===== src/rtl/dvi_frame_sched.sv =====
// Raster timing generator and frame-boundary source arbiter feeding a DVI/HDMI TMDS transmitter.
// Optional ext-source underrun substitution/flag: define DVI_FRAME_SCHED_UNDERRUN_EN.
module dvi_frame_sched #(
    parameter int          H_ACTIVE = 1920,
    parameter int          H_FP     = 88,
    parameter int          H_SYNC   = 44,
    parameter int          H_BP     = 148,
    parameter int          V_ACTIVE = 1080,
    parameter int          V_FP     = 4,
    parameter int          V_SYNC   = 5,
    parameter int          V_BP     = 36,
    parameter logic        HS_POL   = 1'b1,
    parameter logic        VS_POL   = 1'b1,
    parameter logic [23:0] FILL_RGB = 24'h000000
) (
    input  logic        pixel_clock,
    input  logic        reset,
    input  logic        enable,
    input  logic        src_sel,
    output logic        src_sel_active,
    output logic        running,
    output logic        pat_req,
    input  logic [23:0] pat_data,
    output logic        ext_req,
    input  logic [23:0] ext_data,
    input  logic        ext_valid,
    output logic        video_hsync,
    output logic        video_vsync,
    output logic        video_den,
    output logic [23:0] video_data,
    output logic        frame_start,
    output logic        underrun
);

    localparam logic [11:0] H_ACT    = 12'(H_ACTIVE);
    localparam logic [11:0] HS_START = 12'(H_ACTIVE + H_FP);
    localparam logic [11:0] HS_END   = 12'(H_ACTIVE + H_FP + H_SYNC);
    localparam logic [11:0] H_LAST   = 12'(H_ACTIVE + H_FP + H_SYNC + H_BP - 1);
    localparam logic [11:0] V_ACT    = 12'(V_ACTIVE);
    localparam logic [11:0] V_ACT_LAST = 12'(V_ACTIVE - 1);
    localparam logic [11:0] VS_START = 12'(V_ACTIVE + V_FP);
    localparam logic [11:0] VS_END   = 12'(V_ACTIVE + V_FP + V_SYNC);
    localparam logic [11:0] V_LAST   = 12'(V_ACTIVE + V_FP + V_SYNC + V_BP - 1);

    typedef enum logic [1:0] {ST_IDLE, ST_RUN, ST_STOPPING} state_t;

    state_t      state_reg;
    logic [11:0] h_cnt_reg;
    logic [11:0] v_cnt_reg;
    logic        src_sel_active_reg;
    logic        video_hsync_reg;
    logic        video_vsync_reg;
    logic        video_den_reg;
    logic [23:0] video_data_reg;
    logic        frame_start_reg;
    logic        underrun_reg;

    logic        run_int;
    logic        de_int;
    logic        hs_int;
    logic        vs_int;
    logic        line_end;
    logic        frame_end;
    logic        sel_point;
    logic        starved;
    logic [23:0] pixel_next;

    // Timing is qualified by run state so the held-at-zero counters in IDLE decode as blanking.
    assign run_int   = (state_reg != ST_IDLE);
    assign de_int    = run_int && (h_cnt_reg < H_ACT) && (v_cnt_reg < V_ACT);
    assign hs_int    = run_int && (h_cnt_reg >= HS_START) && (h_cnt_reg < HS_END);
    assign vs_int    = run_int && (v_cnt_reg >= VS_START) && (v_cnt_reg < VS_END);
    assign line_end  = (h_cnt_reg == H_LAST);
    assign frame_end = line_end && (v_cnt_reg == V_LAST);
    assign sel_point = line_end && (v_cnt_reg == V_ACT_LAST);

    assign pat_req = de_int && !src_sel_active_reg;
    assign ext_req = de_int && src_sel_active_reg;

`ifdef DVI_FRAME_SCHED_UNDERRUN_EN
    assign starved = ext_req && !ext_valid;
`else
    logic unused_inputs;
    assign starved       = 1'b0;
    assign unused_inputs = ^{ext_valid, FILL_RGB};
`endif

    always_comb begin
        pixel_next = 24'h000000;
        if (starved)
            pixel_next = FILL_RGB;
        else if (de_int)
            pixel_next = src_sel_active_reg ? ext_data : pat_data;
    end

    always_ff @(posedge pixel_clock) begin
        if (reset) begin
            state_reg          <= ST_IDLE;
            h_cnt_reg          <= 12'd0;
            v_cnt_reg          <= 12'd0;
            src_sel_active_reg <= 1'b0;
            video_hsync_reg    <= ~HS_POL;
            video_vsync_reg    <= ~VS_POL;
            video_den_reg      <= 1'b0;
            video_data_reg     <= 24'h000000;
            frame_start_reg    <= 1'b0;
            underrun_reg       <= 1'b0;
        end else begin
            video_den_reg   <= de_int;
            video_hsync_reg <= hs_int ? HS_POL : ~HS_POL;
            video_vsync_reg <= vs_int ? VS_POL : ~VS_POL;
            video_data_reg  <= pixel_next;
            frame_start_reg <= run_int && (h_cnt_reg == 12'd0) && (v_cnt_reg == 12'd0);
            underrun_reg    <= underrun_reg | starved;

            case (state_reg)
                ST_IDLE: begin
                    h_cnt_reg          <= 12'd0;
                    v_cnt_reg          <= 12'd0;
                    src_sel_active_reg <= src_sel;
                    if (enable)
                        state_reg <= ST_RUN;
                end
                default: begin
                    if (line_end) begin
                        h_cnt_reg <= 12'd0;
                        v_cnt_reg <= (v_cnt_reg == V_LAST) ? 12'd0 : v_cnt_reg + 12'd1;
                    end else begin
                        h_cnt_reg <= h_cnt_reg + 12'd1;
                    end
                    // Source changes only take effect after the last active line.
                    if (sel_point)
                        src_sel_active_reg <= src_sel;
                    if (state_reg == ST_RUN) begin
                        if (!enable)
                            state_reg <= ST_STOPPING;
                    end else if (enable) begin
                        state_reg <= ST_RUN;
                    end else if (frame_end) begin
                        state_reg <= ST_IDLE;
                    end
                end
            endcase
        end
    end

    assign src_sel_active = src_sel_active_reg;
    assign running        = run_int;
    assign video_hsync    = video_hsync_reg;
    assign video_vsync    = video_vsync_reg;
    assign video_den      = video_den_reg;
    assign video_data     = video_data_reg;
    assign frame_start    = frame_start_reg;
    assign underrun       = underrun_reg;

endmodule


===== config.mk =====
export PLATFORM = sky130hd
export DESIGN_NAME = dvi_frame_sched
export DESIGN_NICKNAME = d
export VERILOG_FILES = /design/src/rtl/dvi_frame_sched.sv
export SDC_FILE = /design/constraint.sdc
export NUM_CORES = 1
export LEC_CHECK = 0
export ABC_AREA = 1
export BUFFER_PORTS_ARGS = -buffer_cell sky130_fd_sc_hd__buf_4
export CAP_MARGIN = 20
export CORE_MARGIN = 3
export CORE_UTILIZATION = 40
export CTS_BUF_LIST = sky130_fd_sc_hd__clkbuf_8 sky130_fd_sc_hd__clkbuf_16
export CTS_CLUSTER_SIZE = 24
export DETAILED_ROUTE_END_ITERATION = 10
export PLACE_DENSITY = 0.61
export SYNTH_ARGS = -nofsm -noshare
export SYNTH_HDL_FRONTEND = slang
export SYNTH_SLANG_ARGS = --single-unit

===== constraint.sdc =====
create_clock -name pixel_clock -period 3.9 [get_ports pixel_clock]
set_input_delay 0.195 -clock pixel_clock [delete_from_list [all_inputs] [get_ports pixel_clock]]
set_output_delay 0.195 -clock pixel_clock [all_outputs]
set_load 0.01 [all_outputs]

==> results by group <==
Synth
  • Post-synth top area cell: dfxtp_1
  • Flops & latches, synth: 55
  • Post-synth top area share: 39.5%
  • Synthesized cell area: 2790 um^2
  • Post-synthesis sequential area ratio: 39.5%
  • Syn Inst Count: 387
  • Dominant synthesized flop cell: dfxtp_1
  • Syn_nets: 445
  • EDFF count, synth: 0
  • Synth cell types: 36
  • Cell with the most instances after synthesis: nand2_1
  • Avg Cell Area, Syn: 7.20 um^2
  • Post-synth top cells: nand2_1 (122), dfxtp_1 (55), nor2_1 (47), inv_1 (33), a21oi_1 (19)
  • Fraction of registers with async set/reset: 0%
  • Yosys warns: 0
  • Synth top area cells: dfxtp_1 (40%), nand2_1 (16%), nor2_1 (6.3%), a21oi_2 (5.7%), inv_1 (4.4%)

Final layout
  • Final cell count without fillers: 546
  • Ant diodes: 0
  • Synth-to-Final Area Change: 27.3%
  • Final instance area: 3550 um^2
  • Number of fillers in the final layout: 673
  • Nets@finish: 526
  • Layout cells sized above 1: 29.9%
  • Max reg flops: 24

Global route
  • GRT Residual Overflow: 0
  • Vias in the first global route: 2,398
  • Tot GR Track Use: 17.3%
  • Global-route wire length before repair: 10,900 um
  • Initial antenna violation count: 0
  • Largest net degree at the start of global routing: 28

Setup path
  • Worst setup path end: ext_req
  • Most used cell, CP: buf_4
  • Worst r2r path cells: 6
  • WP data required: 3.70 ns
  • FF-to-FF Start: h_cnt_reg[0]$_SDFF_PP0_
  • Crit-path max FO: 27
  • Critical Path End Type: output port
  • CP Launch Type: flop
  • CP max stage delay: 0.32 ns
  • RR Endpoint: h_cnt_reg[6]$_SDFF_PP0_
  • Slowest-stage cell, CP: dfxtp_1
  • Cell chain of the critical path: buf_4 -> clkinv_1 -> buf_4 -> nor2_1 -> buf_4
  • Setup Crit Path Kind: flop to output port
  • Arrival time worst endpoint: 1.63 ns
  • R2R Setup Slk: 2.20 ns
  • Critical Path Start: src_sel_active$_SDFFE_PP0P_

STA
  • Final slew viol count: 0
  • Setup TNS: 0 ns
  • Final Skew: 0.00668 ns
  • Final setup vio count: 0
  • Final Hold Fails: 0
  • Fin crit period: 1.82 ns
  • RSZ-0062 raised after global routing: no
  • Tcrit/Tclk final: 46.7%
  • Max frequency: 0.549 GHz
  • Hold Slack: 0.0516 ns

Clocking
  • Clock sinks: 55
  • Total CTS buffers: 5
  • Clock transition at path regs: 0.10 ns
  • Cts hold-fix bufs: 0
  • H-tree Lvls: 2
  • Post-CTS Setup Repair Bufs: 0
  • Clock latency on the worst-skew pair: 0.31 ns
  • Root Driver: clkbuf_8
  • CTS tree: yes
  • Post-cts sizing count: 0
  • Clock buffer depth: 2

Floorplan
  • Chip width: 89.5 um
  • Io pins: 86
  • Starting Density: 42.7%
  • Die Ht: 89.5 um
  • Standard-cell row count: 29
  • Die Area: 8000 um^2
  • CORE AREA: 6530 um^2

Detailed routing
  • Final WL: 6770 um
  • Initial DRC Count: 75
  • Via/cell ratio: 4.83
  • Antenna-violating nets left: 0
  • Total number of vias: 2,639
  • Initial DRT Pass Iterations: 4
  • Drt wl/cell: 12.4 um
  • DR DRC count: 0

Run
  • Max Cap Viol: 0

Pwr
  • Final Power: 1.12 mW
  • LEAKAGE: 1.53 nW
  • Power per cell area: 315 nW/um^2
  • Sequential power share: 51.9%
  • Combinational share of power: 12.6%
  • Net Sw Power: 0.263 mW
  • Int Pwr: 0.854 mW
  • Clock group share of total power: 35.4%
  • Switching part of the total: 23.5%
  • VDD IR max: 166 uV

Min path
  • Hold Crit Start: reset
  • Hold crit path type: primary input to flop

Placement
  • Area after DPL: 3430 um^2
  • PortBufs: 83
  • Hpwl dp: 5150 um
  • Gpl congestion: 0.891
  • Placed cells: 538

Status
  • Outcome: complete, no violations
cell type report:
class / instances / area [um^2] / area share [%]
clock buffer: 6 / 82.6 / 2.33
clock inverter: 2 / 35.0 / 0.988
inverter: 44 / 166 / 4.69
multi-input combinational: 277 / 1430 / 40.2
sequential: 55 / 1100 / 31.0
tap: 77 / 96.3 / 2.72
timing repair buffer: 85 / 638 / 18.0
placed cells by master (no fill, tap or decap), types with 2 or more instances in the layout:
cell type and n:
nor3_1 4, a21oi_2 18, nor2_2 4, clkbuf_8 6, inv_1 33, xor2_1 8
nor2_4 2, nand2_1 122, nand2_2 3, nand3_1 16, nor4_1 2, nand3_2 3
buf_4 85, nand4_1 6, nor3_2 2, inv_2 9, clkinv_2 2, o21ai_0 4
dfxtp_1 55, a21oi_1 19, o21ai_1 2, ha_1 5, nor2_1 47, a21oi_4 2
worst min-delay path by stage:
stage                                endpoint  slack, ns  depth (start not counted)
floorplan           state_reg[0]$_SDFFE_PP0P_       0.26                          1
global placement    state_reg[0]$_SDFFE_PP0P_       0.38                          2
detailed placement  state_reg[0]$_SDFFE_PP0P_       0.38                          2
CTS                 state_reg[0]$_SDFFE_PP0P_       0.04                          2
global route        state_reg[0]$_SDFFE_PP0P_       0.06                          2
finish              state_reg[0]$_SDFFE_PP0P_       0.05                          2
layer usage:
layer | up-vias | track usage [%] | routed length (um)
met5 | - | 0 | 0
met4 | 0 | 6.50 | 116
met3 | 10 | 4.15 | 313
met2 | 57 | 28.9 | 3410
met1 | 1201 | 21.5 | 2930
li1 | 1371 | - | -
cell families (layout without fill, tap and decap cells):
kind of cell | Yosys count | in the layout | share of synthesized area [%]
AOI/OAI and AO/OA | 47 | 47 | 11.9
xor gates and xnor gates | 8 | 8 | 2.51
adders and majority gates | 5 | 5 | 2.25
buffers and inverters | 55 | 137 | 9.25
DFF | 55 | 55 | 39.5
other | 1 | 1 | 0.135
and+or+nand+nor | 216 | 216 | 34.5
per-stage QoR:
| stage | setup WS [ns] | util [%] |
|---|---|---|
| global route | 1.89 | 54.3 |
| CTS | 2.05 | 54.3 |
| detailed placement | 2.16 | 52.5 |
| global placement | 2.18 | 52.5 |
| finish | 2.08 | 54.3 |
| floorplan | 2.54 | - |
critical path, delay by kind of cell (launching register included):
family / cells / cell delay, ns
AND/OR/NAND/NOR: 1 / 0.12
buffers and inverters: 4 / 0.88
flip-flops: 1 / 0.32
power groups by stage:
stage	clock network (mW)	registers, mW	logic (mW)
5_1_grt	0.429	0.582	0.157
4_1_cts	0.406	0.580	0.144
3_3_place_gp	0	0.593	0.141
3_5_place_dp	0	0.593	0.143
6_report	0.396	0.580	0.141
2_1_floorplan	0	0.600	0.0663
Power figures use the tool's default switching activity.
